File: config.mk
export PLATFORM = sky130hd
export DESIGN_NAME = uart_rx_fifo
export DESIGN_NICKNAME = d
export VERILOG_FILES = /design/src/rtl/uart_rx_fifo_pkg.sv /design/src/rtl/uart_rx_fifo_sync_fifo.sv /design/src/rtl/uart_rx_fifo.sv
export SDC_FILE = /design/constraint.sdc
export NUM_CORES = 1
export LEC_CHECK = 0
export ABC_AREA = 1
export CAP_MARGIN = 40
export CORE_MARGIN = 4
export CORE_UTILIZATION = 55
export CTS_CLUSTER_DIAMETER = 60
export CTS_CLUSTER_SIZE = 28
export DETAILED_ROUTE_END_ITERATION = 16
export PLACE_DENSITY = 0.72
export REMOVE_ABC_BUFFERS = 1
export SYNTH_ARGS = -nofsm -noshare
export SYNTH_HDL_FRONTEND = slang
export SYNTH_SLANG_ARGS = --single-unit
File: constraint.sdc
create_clock -name CLK_50 -period 2.68 [get_ports CLK_50]
set_input_delay 0.268 -clock CLK_50 [delete_from_list [all_inputs] [get_ports CLK_50]]
set_output_delay 0.268 -clock CLK_50 [all_outputs]
set_load 0.01 [all_outputs]
File: src/rtl/uart_rx_fifo_pkg.sv
// Shared UART definitions: receiver FSM states, oversampling ratio, baud divisor
// and the majority-of-3 vote, kept here so a future transmitter can reuse them.
package uart_rx_fifo_pkg;

  typedef enum logic [2:0] {
    IDLE,
    START,
    DATA,
    STOP,
    BRKWAIT
  } rx_state_t;

  localparam int OVS = 16;

  function automatic int calc_div(input int clk_hz, input int baud);
    return clk_hz / (OVS * baud);
  endfunction

  function automatic logic maj3(input logic a, input logic b, input logic c);
    return (a & b) | (a & c) | (b & c);
  endfunction

endpackage

File: src/rtl/uart_rx_fifo_sync_fifo.sv
// First-word-fall-through FIFO with occupancy count; a push into a full FIFO
// is accepted only when a pop frees the head slot in the same cycle.
module sync_fifo #(
  parameter int WIDTH = 8,
  parameter int DEPTH = 16
) (
  input  logic                     clk,
  input  logic                     rst_n,
  input  logic                     push,
  input  logic [WIDTH-1:0]         push_data,
  input  logic                     pop,
  output logic [WIDTH-1:0]         pop_data,
  output logic                     valid,
  output logic                     full,
  output logic [$clog2(DEPTH):0]   count
);

  localparam int AW = $clog2(DEPTH);

  logic [WIDTH-1:0] mem [DEPTH];
  logic [AW-1:0]    wr_ptr;
  logic [AW-1:0]    rd_ptr;
  logic             do_push;
  logic             do_pop;

  assign valid    = (count != '0);
  assign full     = (count == (AW+1)'(DEPTH));
  assign do_pop   = pop && valid;
  assign do_push  = push && (!full || do_pop);
  assign pop_data = valid ? mem[rd_ptr] : '0;

  always_ff @(posedge clk or negedge rst_n) begin
    if (!rst_n) begin
      wr_ptr <= '0;
      rd_ptr <= '0;
      count  <= '0;
    end else begin
      if (do_push) wr_ptr <= wr_ptr + AW'(1);
      if (do_pop)  rd_ptr <= rd_ptr + AW'(1);
      case ({do_push, do_pop})
        2'b10:   count <= count + (AW+1)'(1);
        2'b01:   count <= count - (AW+1)'(1);
        default: ;
      endcase
    end
  end

  // Storage needs no reset: pop_data is masked while the FIFO is empty.
  always_ff @(posedge clk) begin
    if (do_push) mem[wr_ptr] <= push_data;
  end

endmodule

File: src/rtl/uart_rx_fifo.sv
// 8N1-style UART receiver with 16x oversampling, mid-bit majority voting,
// framing/overrun reporting and a FWFT receive FIFO.
module uart_rx_fifo
  import uart_rx_fifo_pkg::*;
#(
  parameter int CLK_HZ     = 50000000,
  parameter int BAUD       = 115200,
  parameter int DATA_BITS  = 8,
  parameter int FIFO_DEPTH = 16
) (
  input  logic                          CLK_50,
  input  logic                          CPU_RESET,
  input  logic                          RXD,
  output logic [DATA_BITS-1:0]          rx_data,
  output logic                          rx_valid,
  input  logic                          rx_ready,
  output logic [$clog2(FIFO_DEPTH):0]   fifo_count,
  output logic                          frame_err,
  output logic                          overrun,
  output logic                          busy
);

  localparam int DIV = calc_div(CLK_HZ, BAUD);
  localparam int PW  = (DIV > 1) ? $clog2(DIV) : 1;

  rx_state_t            state;
  logic                 rxd_meta;
  logic                 rxd_s;
  logic [PW-1:0]        presc;
  logic [3:0]           samp;
  logic [2:0]           bit_idx;
  logic                 v7;
  logic                 v8;
  logic [DATA_BITS-1:0] shreg;
  logic                 tick;
  logic                 mid;
  logic                 vote;
  logic                 push;
  logic                 full;

  always_ff @(posedge CLK_50 or negedge CPU_RESET) begin
    if (!CPU_RESET) begin
      rxd_meta <= 1'b1;
      rxd_s    <= 1'b1;
    end else begin
      rxd_meta <= RXD;
      rxd_s    <= rxd_meta;
    end
  end

  // The vote completes on the sample-9 tick, using samples 7 and 8 held from earlier ticks.
  assign tick = (presc == PW'(DIV - 1));
  assign mid  = tick && (samp == 4'd9);
  assign vote = maj3(v7, v8, rxd_s);
  assign push = (state == STOP) && mid && vote;
  assign busy = (state != IDLE);

  always_ff @(posedge CLK_50 or negedge CPU_RESET) begin
    if (!CPU_RESET) begin
      state     <= IDLE;
      presc     <= '0;
      samp      <= '0;
      bit_idx   <= '0;
      v7        <= 1'b0;
      v8        <= 1'b0;
      shreg     <= '0;
      frame_err <= 1'b0;
      overrun   <= 1'b0;
    end else begin
      frame_err <= 1'b0;
      overrun   <= push && full && !rx_ready;
      if (state == IDLE) begin
        presc <= '0;
        samp  <= '0;
        if (!rxd_s) state <= START;
      end else begin
        presc <= tick ? '0 : presc + PW'(1);
        if (tick) begin
          samp <= samp + 4'd1;
          if (samp == 4'd7) v7 <= rxd_s;
          if (samp == 4'd8) v8 <= rxd_s;
        end
        case (state)
          START: if (mid) begin
            bit_idx <= '0;
            state   <= vote ? IDLE : DATA;
          end
          DATA: if (mid) begin
            shreg   <= {vote, shreg[DATA_BITS-1:1]};
            bit_idx <= bit_idx + 3'd1;
            if (bit_idx == 3'(DATA_BITS - 1)) state <= STOP;
          end
          STOP: if (mid) begin
            if (vote) begin
              state <= IDLE;
            end else begin
              frame_err <= 1'b1;
              state     <= BRKWAIT;
            end
          end
          BRKWAIT: if (rxd_s) state <= IDLE;
          default: state <= IDLE;
        endcase
      end
    end
  end

  sync_fifo #(
    .WIDTH (DATA_BITS),
    .DEPTH (FIFO_DEPTH)
  ) u_fifo (
    .clk       (CLK_50),
    .rst_n     (CPU_RESET),
    .push      (push),
    .push_data (shreg),
    .pop       (rx_ready),
    .pop_data  (rx_data),
    .valid     (rx_valid),
    .full      (full),
    .count     (fifo_count)
  );

endmodule

==> After elaboration in Yosys (flattened, before gate mapping) <==
Memory sizes are Yosys's and may differ from the RTL's.
Index checks and enable logic that the tools add are counted.
{ "totals": {"input_bits": 4, "mem_count": 1, "reg_bits": 42, "out_inout_bits": 17, "ram_bits": 128} }
{ "mem_list": {"columns": ["memory", "words", "word_bits", "read_ports", "rd_ports_with_merged_regs", "write_ports", "line", "text"], "rows": [
  ["u_fifo.mem", 16, 8, 1, 0, 1, "uart_rx_fifo_sync_fifo.sv:20", "logic [WIDTH-1:0] mem [DEPTH];"]
]} }
{ "classes": {"n_bitwise": 6, "reduce_logical": 21, "n_eq_ne": 20, "muxes": 25, "add_sub_neg": 7} }
{ "ops": {"columns": ["op", "count"], "rows": [
  ["3-bit 2-to-1 mux", 10],
  ["4-bit by 1-bit adder with 4-bit output, second input constant", 3],
  ["3-bit inequality test, second input constant", 4],
  ["3-bit one-hot mux with 4 select lines", 1],
  ["5-bit by 1-bit adder with 5-bit output, second input constant", 2],
  ["5-bit == test, second input constant", 2],
  ["5-bit 2-to-1 mux", 2],
  ["5-bit one-hot mux with 2 select lines", 1],
  ["3-bit AND reduction", 3],
  ["4-bit == test, second input constant", 2],
  ["4-bit 2-to-1 mux", 2],
  ["8-bit 2-to-1 mux", 1],
  ["1-bit logical AND", 7],
  ["3-bit by 2-bit == test with 1-bit output, second input constant", 2],
  ["3-bit == test, second input constant", 2],
  ["1-bit 2-to-1 mux", 6],
  ["2-bit inequality test, second input constant", 3],
  ["3-bit one-hot mux with 2 select lines", 1],
  ["6-bit AND reduction", 1],
  ["2-bit nonzero test", 3],
  ["5-bit nonzero test", 1],
  ["5-bit by 1-bit subtractor with 5-bit output, second input constant", 1],
  ["4-bit by 3-bit == test with 1-bit output, second input constant", 1],
  ["4-bit AND reduction", 1],
  ["13 further kinds", 17]
]} }

==> Depth between registers and ports, before layout <==
Gate-level depths: netlist of run 1.
{ "logic_depth": {"ltp_word": 7, "mapped_depth": 19, "mapped_depth_nobuf": 19} }

==> Modules after synthesis <==
From an unflattened synthesis of run 1, not the netlist that was laid out.
{ "hier_totals": {"hier_cells": 695, "hier_area_um2": 7448.4} }
{ "by_module_without_submodules": {"columns": ["module", "seq_area_each_um2", "instances", "area_per_inst_um2", "cells_each"], "rows": [
  ["sync_fifo", 4169.0, 1, 6010.8, 534],
  ["uart_rx_fifo", 728.2, 1, 1437.6, 161]
]} }

==> Worst setup path after synthesis of run 1 <==
Ideal clock, no wire load.
{ "synth_path": {"kind": "flip-flop to flip-flop", "startpoint": "reg presc[0]", "endpoint": "reg u_fifo.count[4]", "arrival_time_ns": 2.072, "path_stages_with_launch": 19, "slack_ns": 0.496, "synth_period_minus_slack_ns": 2.184, "setup_time_ns": 0.113, "path_buffers": 0, "cell_sequence": "dfrtp_1 -> inv_1 -> ha_1 -> nand2_1 -> nor2_2 -> nand2_2 -> clkinv_4 -> nand2_2 -> nand2_2 -> inv_1 -> ha_1 -> inv_1 -> o21ai_0 -> a21oi_1 -> nand2_1 -> nand2_1 -> nand3_1 -> nand2_1 -> inv_1"} }
{ "synth_via": {"elab_chain_cells": 7} }
{ "synth_rtl": {"columns": ["element", "line", "text"], "rows": [
  ["start: declaration", "uart_rx_fifo.sv:29", "logic [PW-1:0] presc;"],
  ["start signal: assignment", "uart_rx_fifo.sv:77", "presc <= tick ? '0 : presc + PW'(1);"],
  ["5-bit == test *", "uart_rx_fifo.sv:52", "assign tick = (presc == PW'(DIV - 1));"],
  ["1-bit logical AND *", "uart_rx_fifo.sv:53", "assign mid = tick && (samp == 4'd9);"],
  ["1-bit logical AND * (2 in series)", "uart_rx_fifo.sv:55", "assign push = (state == STOP) && mid && vote;"],
  ["1-bit logical AND *", "uart_rx_fifo_sync_fifo.sv:29", "assign do_push = push && (!full || do_pop);"],
  ["2-bit by 1-bit == test with 1-bit output / 2-bit == test (equally long branches)", "uart_rx_fifo_sync_fifo.sv:40", "case ({do_push, do_pop})"],
  ["5-bit one-hot mux with 2 select lines / 2-bit nonzero test (equally long branches)", null, null],
  ["end signal: assignment", "uart_rx_fifo_sync_fifo.sv:41", "2'b10: count <= count + (AW+1)'(1);"],
  ["end signal: assignment", "uart_rx_fifo_sync_fifo.sv:42", "2'b01: count <= count - (AW+1)'(1);"],
  ["end: declaration", "uart_rx_fifo_sync_fifo.sv:15", "output logic [$clog2(DEPTH):0] count"]
]} }
Mark *: on every way between the ends. The rest lies on a longest branch, timed or not.
A chain may end at the register's enable or synchronous reset.

==> Final worst setup path of run 1 <==
{ "layout_path": {"startpoint": "reg u_fifo.rd_ptr[0]", "endpoint": "out rx_data[6]"} }
{ "layout_via": {"elab_chain_cells": 2} }
{ "layout_rtl": {"columns": ["element", "line", "text"], "rows": [
  ["start: declaration", "uart_rx_fifo_sync_fifo.sv:22", "logic [AW-1:0] rd_ptr;"],
  ["start signal: assignment", "uart_rx_fifo_sync_fifo.sv:39", "if (do_pop) rd_ptr <= rd_ptr + AW'(1);"],
  ["memory read 16 x 8 bit", null, null],
  ["8-bit 2-to-1 mux", "uart_rx_fifo_sync_fifo.sv:30", "assign pop_data = valid ? mem[rd_ptr] : '0;"],
  ["end: declaration", "uart_rx_fifo.sv:14", "output logic [DATA_BITS-1:0] rx_data,"]
]} }
Every way passes these cells.

==> results of run 1 <==
-- metal layers --
layer	GRT usage, %	vias to the layer above	wire length, um
met3	4.71	31	993
met2	36.3	183	7690
li1	-	2356	-
met1	28.3	2422	6620
met5	0	-	0
met4	10.3	0	452
-- registers in the layout (all words and copies together) (netlist names) --
| name | cells |
|---|---|
| u_fifo.rd_ptr | 4 |
| samp | 4 |
| rxd_meta | 1 |
| bit_idx | 3 |
| u_fifo.mem | 128 |
| u_fifo.wr_ptr | 4 |
| v8 | 1 |
| state | 3 |
| overrun | 1 |
| frame_err | 1 |
| u_fifo.count | 5 |
| v7 | 1 |
| presc | 5 |
| rxd_s | 1 |
| shreg | 8 |
-- power breakdown --
| part | internal (mW) | switching (mW) |
|---|---|---|
| sequential | 2.88 | 0.0920 |
| combinational | 0.798 | 1.31 |
| clock | 1.32 | 0.940 |
-- stage by stage --
stage / utilization (%) / setup slack, ps / power [mW]
floorplan: - / -475 / 4.16
global placement: 60.8 / 326 / 4.99
detailed placement: 60.9 / 261 / 5.05
CTS: 65.7 / -0.552 / 7.37
global route: 65.7 / 29.8 / 7.68
finish: 65.7 / 186 / 7.34
-- cells in the final DEF, fill, tap and decap left out, types with 2 or more instances in the layout --
master           netlist  layout
xor2_1                11      11
nand2_1              184     184
nand3_2                3       3
dlymetal6s2s_1         0       3
clkbuf_8               0       2
dfstp_2                2       2
buf_6                  1       3
nand3_1               73      73
o31ai_1                8       6
clkbuf_16              0      17
a21oi_1               33      33
inv_2                  4       4
nor2_1                51      51
nand2_2                6       6
nand4_1                5       5
buf_4                  3      21
buf_12                 0       2
edfxtp_1             128     128
ha_1                  15      15
o31ai_2                0       2
clkbuf_1               7       4
clkdlybuf4s50_1        0      11
dlygate4sd2_1          0       5
o21ai_0               25      25
clkinv_2               0       7
inv_1                 33      32
nor2_2                 4       4
clkinv_4               1       2
dfrtp_1               40      39
a32o_1                 2       2
-- cell type report --
| class | count | area share, % |
|---|---|---|
| Clock buffer | 23 | 5.55 |
| Clock inverter | 9 | 0.905 |
| Inverter | 38 | 1.77 |
| Multi-Input combinational cell | 431 | 25.5 |
| Sequential cell | 170 | 58.1 |
| Tap cell | 172 | 2.55 |
| Timing Repair Buffer | 48 | 5.58 |
-- worst max-delay path, stage by stage (launching register included) --
cell,delay [ps]
dfrtp_2,440
clkinv_2,140
bufbuf_16,330
nor2_1,110
nor2_1,70
o31ai_1,270
a21oi_1,130
dlygate4sd2_1,310
-- path summary, 6_finish.rpt --
kind | to | slack, ps | cells past startpoint
worst max-delay path | rx_data[6] | 190 | 7
max in group asynchronous | rxd_s | 1890 | 3
worst min-delay path | u_fifo.rd_ptr[1] | 250 | 2
worst min register to register | rxd_s | 360 | 0
min in group CLK_50 | rxd_meta | 260 | 1
worst max register to register | u_fifo.count[4] | 240 | 19
-- cell families after synthesis --
logic type,Yosys count,synth area share (%)
compound gates,73,5.52
xor+xnor,12,1.44
fa+ha+maj,16,2.84
buf+inv,64,3.84
flops,170,66.9
mux,1,0.154
simple gates,329,19.3
-- timing repair --
| item | 4_1_cts | 5_1_grt |
|---|---|---|
| hold endpoints to repair | 8 | 0 |
| gates cloned | 1 | 0 |
| setup buffers | 1 | 0 |
| setup endpoints to repair | 8 | 3 |
| resized for setup | 11 | 3 |
| hold buffers | 1 | 0 |
==> metrics.md, run 1 <==
| Metric | Value |
|---|---|
| Status | `complete, no violations` |
| Skew final | `9.15 ps` |
| Fin. Hold Viols | `0` |
| Cell with the most instances after synthesis | `nand2_1` |
| Crit-path max FO | `24` |
| FMAX | `401 MHz` |
| TritonCTS Sinks | `170` |
| Final setup viols | `0` |
| Initial DRC Count | `452` |
| Maximum VDD drop | `0.505 mV` |
| Setup crit start | `u_fifo.rd_ptr[0]` |
| Placed cells | `856` |
| Post-synth top area share | `52.5%` |
| Most used DFF post-synth | `edfxtp_1` |
| Sequential Area | `4900 sq um` |
| Unrepaired setup endpoints after global routing | `false` |
| Fraction of registers with async set or reset after synthesis | `24.7%` |
| Cell area after layout | `8430 sq um` |
| CTS tree | `done` |
| Critical path data arrival time | `2230 ps` |
| Hold WC Path Type | `in2async` |
| Syn Std Cell Area | `7320 sq um` |
| Vias in the first global route | `4975` |
| Total global routing overflow | `0` |
| Post-synth EDFFs | `128` |
| Slew headroom | `50.5%` |
| Antenna Cells | `0` |
| Leading cell types by total area after synthesis | `edfxtp_1 (52%), dfrtp_1 (14%), nand2_1 (9.4%)` |
| NumNets Final | `726` |
| Yosys warnings | `0` |
| Non-filler cells, final | `891` |
| Number of fill cells in the layout | `987` |
| Num ports | `21` |
| CP Capture Type | `output port` |
| Fin crit share | `93.0%` |
| Yosys top cell by area | `edfxtp_1` |
| WL per Instance | `17.7 um` |
| Period minus WS final | `2490 ps` |
| Area delta synth->final | `15.1%` |
| Critical Setup Path Class | `reg2out` |
| Worst-Skew Late Latency | `420 ps` |
| Max-cap violation count | `0` |
| Post-synthesis sequential area ratio | `66.9%` |
| Cells after Synth | `665` |
| Max H-tree Level | `4` |
| Drt drc | `0` |
| Post-DP HPWL | `10.1 mm` |
| Cts bufs inserted | `17` |
| Worst-Margin Slew | `742 ps` |
| Routed WL | `15.8 mm` |
| Global-route wire length before repair | `25.0 mm` |
| Placed Area | `7810 sq um` |
| Max Slew Vio Count | `0` |
| Clock Tree Root | `clkbuf_16` |
| Hold WS | `251 ps` |
| Die Span X | `123 um` |
| Die ar. | `15200 sq um` |
| Die height | `123 um` |
| DR vias/cell | `5.60` |
| Vias | `4992` |
| Avg Cell Area, Syn | `11.0 sq um` |
| Core area | `12800 sq um` |
| I/O Buffers | `20` |
| Most frequent cells after synthesis | `nand2_1 (184), edfxtp_1 (128), nand3_1 (73)` |
| Layout cells sized above 1 | `11.7%` |
| Clock Path Buffers | `2` |
| Footprint of the multi-input gates | `2150 sq um` |
| Flops & latches, synth | `170` |
| Total GRT Usage | `22.1%` |
| Placer congestion estimate | `0.869` |
| Largest net degree at the start of global routing | `35` |
| Setup_tns | `0 ps` |
| Routed Antenna Nets | `0` |
| CP Launch Type | `register` |
| Clk slew on worst S/H paths | `60 ps` |
| Rows | `41` |
| Synth cell types | `35` |
| PD cells | `870 nW/um^2` |
| Initial antenna violation count | `0` |
| CP required | `2410 ps` |
| R2R Path Start | `presc[0]` |
| Starting density of the core | `57.1%` |
| LEAKAGE | `3.62 nW` |
| DR pass1 iterations | `5` |
Power figures use the tool's default switching activity.
==> inputs of run 2 (changes only) <==
--- a/config.mk
+++ b/config.mk
@@ -7,6 +7,7 @@
 export LEC_CHECK = 0
 export ABC_AREA = 1
 export CAP_MARGIN = 40
+export CORE_ASPECT_RATIO = 1.1
 export CORE_MARGIN = 4
 export CORE_UTILIZATION = 55
 export CTS_CLUSTER_DIAMETER = 60
==> metrics.md, run 2 (synthesis results as in run 1) <==
| Metric | Value |
|---|---|
| Status | `complete, no violations` |
| Seq pwr share | `38.3% (-2.2 points)` |
| DR pass1 iterations | `5 (unchanged)` |
| Most common cell after layout, fill and taps aside | `nand2_1` |
| P_sw | `2.38 mW (+1.8%)` |
| Placed cells | `844 (-1.4%)` |
| Period minus WS final | `2390 ps (-104 ps)` |
| Die Span X | `118 um (-4.4%)` |
| Core area | `12800 sq um (-0.16%)` |
| Die ar. | `15200 sq um (about the same)` |
| Clk slew on worst S/H paths | `60 ps (about the same)` |
| Initial antenna violation count | `0 (unchanged)` |
| Max stage delay on crit path | `410 ps (-30 ps)` |
| Max-cap violation count | `0 (unchanged)` |
| P_int | `5.39 mW (+7.9%)` |
| Total GRT Usage | `22.2% (about the same)` |
| Layout cells sized above 1 | `12.3% (+0.66 points)` |
| Critical Path, Cell by Cell | `inv_1 > ha_1 > nand2_1 > nor2_4 > nand2_2 > clkinv_4 > nand2_2 > nand2_2 > inv_1 > ha_1 > inv_1 > o21ai_1 > a21oi_1 > nand2_1 > nand2_1 > nand3_1 > nand2_1 > inv_1` |
| Crit-path max FO | `8 (-67%)` |
| Worst-path cell with the longest stage delay | `dfrtp_1` |
| Non-filler cells, final | `878 (-1.5%)` |
| Most flop-heavy register | `u_fifo.mem` |
| Unrepaired setup endpoints after global routing | `false` |
| Post-DP HPWL | `10.4 mm (+3.1%)` |
| Fin crit share | `89.2% (-3.9 points)` |
| Global-route wire length before repair | `25.7 mm (+2.5%)` |
| Slew headroom | `48.3% (-2.2 points)` |
| Routed Antenna Nets | `0 (unchanged)` |
| Comb power frac | `28.1% (-0.6 points)` |
| Final setup viols | `0 (unchanged)` |
| Num ports | `21 (unchanged)` |
| Final Total Pwr | `7.77 mW (+5.9%)` |
| FMAX | `418 MHz (+4.3%)` |
| TritonCTS Sinks | `170 (unchanged)` |
| CP Buf/Inv Count | `5 (+2)` |
| WL per Instance | `18.5 um (+4.7%)` |
| CP Capture Type | `register` |
| Max Slew Vio Count | `0 (unchanged)` |
| Leading registers by flop count | `u_fifo.mem x128, shreg x8` |
| Max FFs per register | `128 (unchanged)` |
| Largest net degree at the start of global routing | `43 (+23%)` |
| Switching Share | `30.7% (-1.3 points)` |
| R2R Path Start | `presc[0]` |
| Total global routing overflow | `0 (unchanged)` |
| Maximum VDD drop | `0.488 mV (-3.3%)` |
| Die height | `129 um (+4.6%)` |
| Worst-Margin Slew | `775 ps (+33.4 ps)` |
| Starting density of the core | `57.2% (+0.089 points)` |
| Clock Path Buffers | `2 (unchanged)` |
| NumNets Final | `728 (+0.28%)` |
| Vias in the first global route | `4940 (-0.70%)` |
| CP Launch Type | `register` |
| Initial DRC Count | `539 (+19%)` |
| Setup_tns | `0 ps (unchanged)` |
| CP required | `3000 ps (+590 ps)` |
| Worst-Skew Late Latency | `430 ps (about the same)` |
| Hold WS | `209 ps (-41.3 ps)` |
| CTS tree | `done` |
| Skew final | `7.25 ps (-1.89 ps)` |
| Max H-tree Level | `4 (unchanged)` |
| Hold WC Path Type | `in2async` |
| PD cells | `906 nW/um^2 (+4.1%)` |
| Cts bufs inserted | `17 (unchanged)` |
| Drt drc | `0 (unchanged)` |
| Critical path data arrival time | `2710 ps (+480 ps)` |
| Area delta synth->final | `17.1%` |
| Antenna Cells | `0 (unchanged)` |
| I/O Buffers | `20 (unchanged)` |
| Fin. Hold Viols | `0 (unchanged)` |
| Placer congestion estimate | `0.862 (-0.74%)` |
| Routed WL | `16.3 mm (+3.2%)` |
| Rows | `43 (+4.9%)` |
| DR vias/cell | `5.72 (+2.2%)` |
| CP top delay family | `simple AND/OR/NAND/NOR gates` |
| Critical Setup Path Class | `reg2reg` |
| Fin util | `67.0% (+1.2 points)` |
| Vias | `5026 (+0.68%)` |
| Clock Tree Root | `clkbuf_16` |
| Most frequent cells in the layout | `nand2_1 (183), edfxtp_1 (128), nand3_1 (73)` |
| Setup crit start | `presc[0]` |
| LEAKAGE | `3.74 nW (+3.3%)` |
| Share of total power in the clock network | `33.6% (+2.8 points)` |
| Number of fill cells in the layout | `963 (-2.4%)` |
[run 2: cell types whose count changed in the layout (fill, tap and decap cells not counted), sizes merged]
cell / before / now
buf: 27 / 29
bufbuf: 1 / 0
bufinv: 1 / 3
clkinv: 9 / 6
clkinvlp: 1 / 2
dlygate4sd2: 5 / 0
dlymetal6s2s: 3 / 8
inv: 36 / 37
[run 2: what timing repair did]
item	CTS	global route
gates cloned	0	1
hold endpoints to repair	40	0
setup buffers	0	0
pin swaps	0	0
hold buffers	1	0
endpoints found under the setup margin	8	9
resized for setup	3	18
[run 2: path summary, 6_finish.rpt]
| kind | slack (ps) | to | cells past startpoint |
|---|---|---|---|
| worst max-delay path | 290 | u_fifo.count[4] | 18 |
| worst min-delay path | 210 | u_fifo.count[2] | 2 |
| worst max register to register | 290 | u_fifo.count[4] | 18 |
| worst min register to register | 360 | rxd_s | 0 |
| max in group asynchronous | 1980 | rxd_s | 3 |
| min in group CLK_50 | 250 | rxd_meta | 1 |
[run 2: final cells by class]
| class | count | area, sq um | area share, % |
|---|---|---|---|
| sequential | 170 | 4900 | 57.1 |
| clock buffer | 22 | 517 | 6.03 |
| inverter | 38 | 158 | 1.84 |
| multi-input combinational | 431 | 2150 | 25.1 |
| tap | 157 | 196 | 2.29 |
| timing repair buffer | 50 | 522 | 6.08 |
| clock inverter | 10 | 134 | 1.56 |
[run 2: per-stage QoR]
step                setup WS (ps)  instance area [sq um]
floorplan                    -475                   7190
global placement              282                   7810
detailed placement            261                   7830
CTS                         -9.13                   8500
global route                 22.2                   8580
finish                        290                   8580
[run 2: power by group through the flow]
stage	logic, mW	registers [mW]	clock network, mW
final	2.18	2.98	2.61
after floorplan	0.999	3.16	0
after CTS	2.12	2.96	2.64
after detailed placement	2.09	3.01	0
after global routing	2.39	2.99	2.78
after global placement	2.04	3.01	0
[run 2: worst register-to-register path: cells and delay by family, from the launching register on]
kind / cells / cell delay, ps
simple gates: 9 / 810
fa+ha+maj: 2 / 470
flops: 1 / 410
buf+inv: 5 / 380
compound gates: 2 / 230
[run 2: per-layer routing]
| metal | share of wire [%] | up-vias | global-route usage [%] |
|---|---|---|---|
| li1 | - | 2362 | - |
| met1 | 40 | 2440 | 27.3 |
| met2 | 51 | 195 | 38.5 |
| met3 | 5.7 | 29 | 4.80 |
| met4 | 2.7 | 0 | 9.24 |
| met5 | 0 | - | 0 |
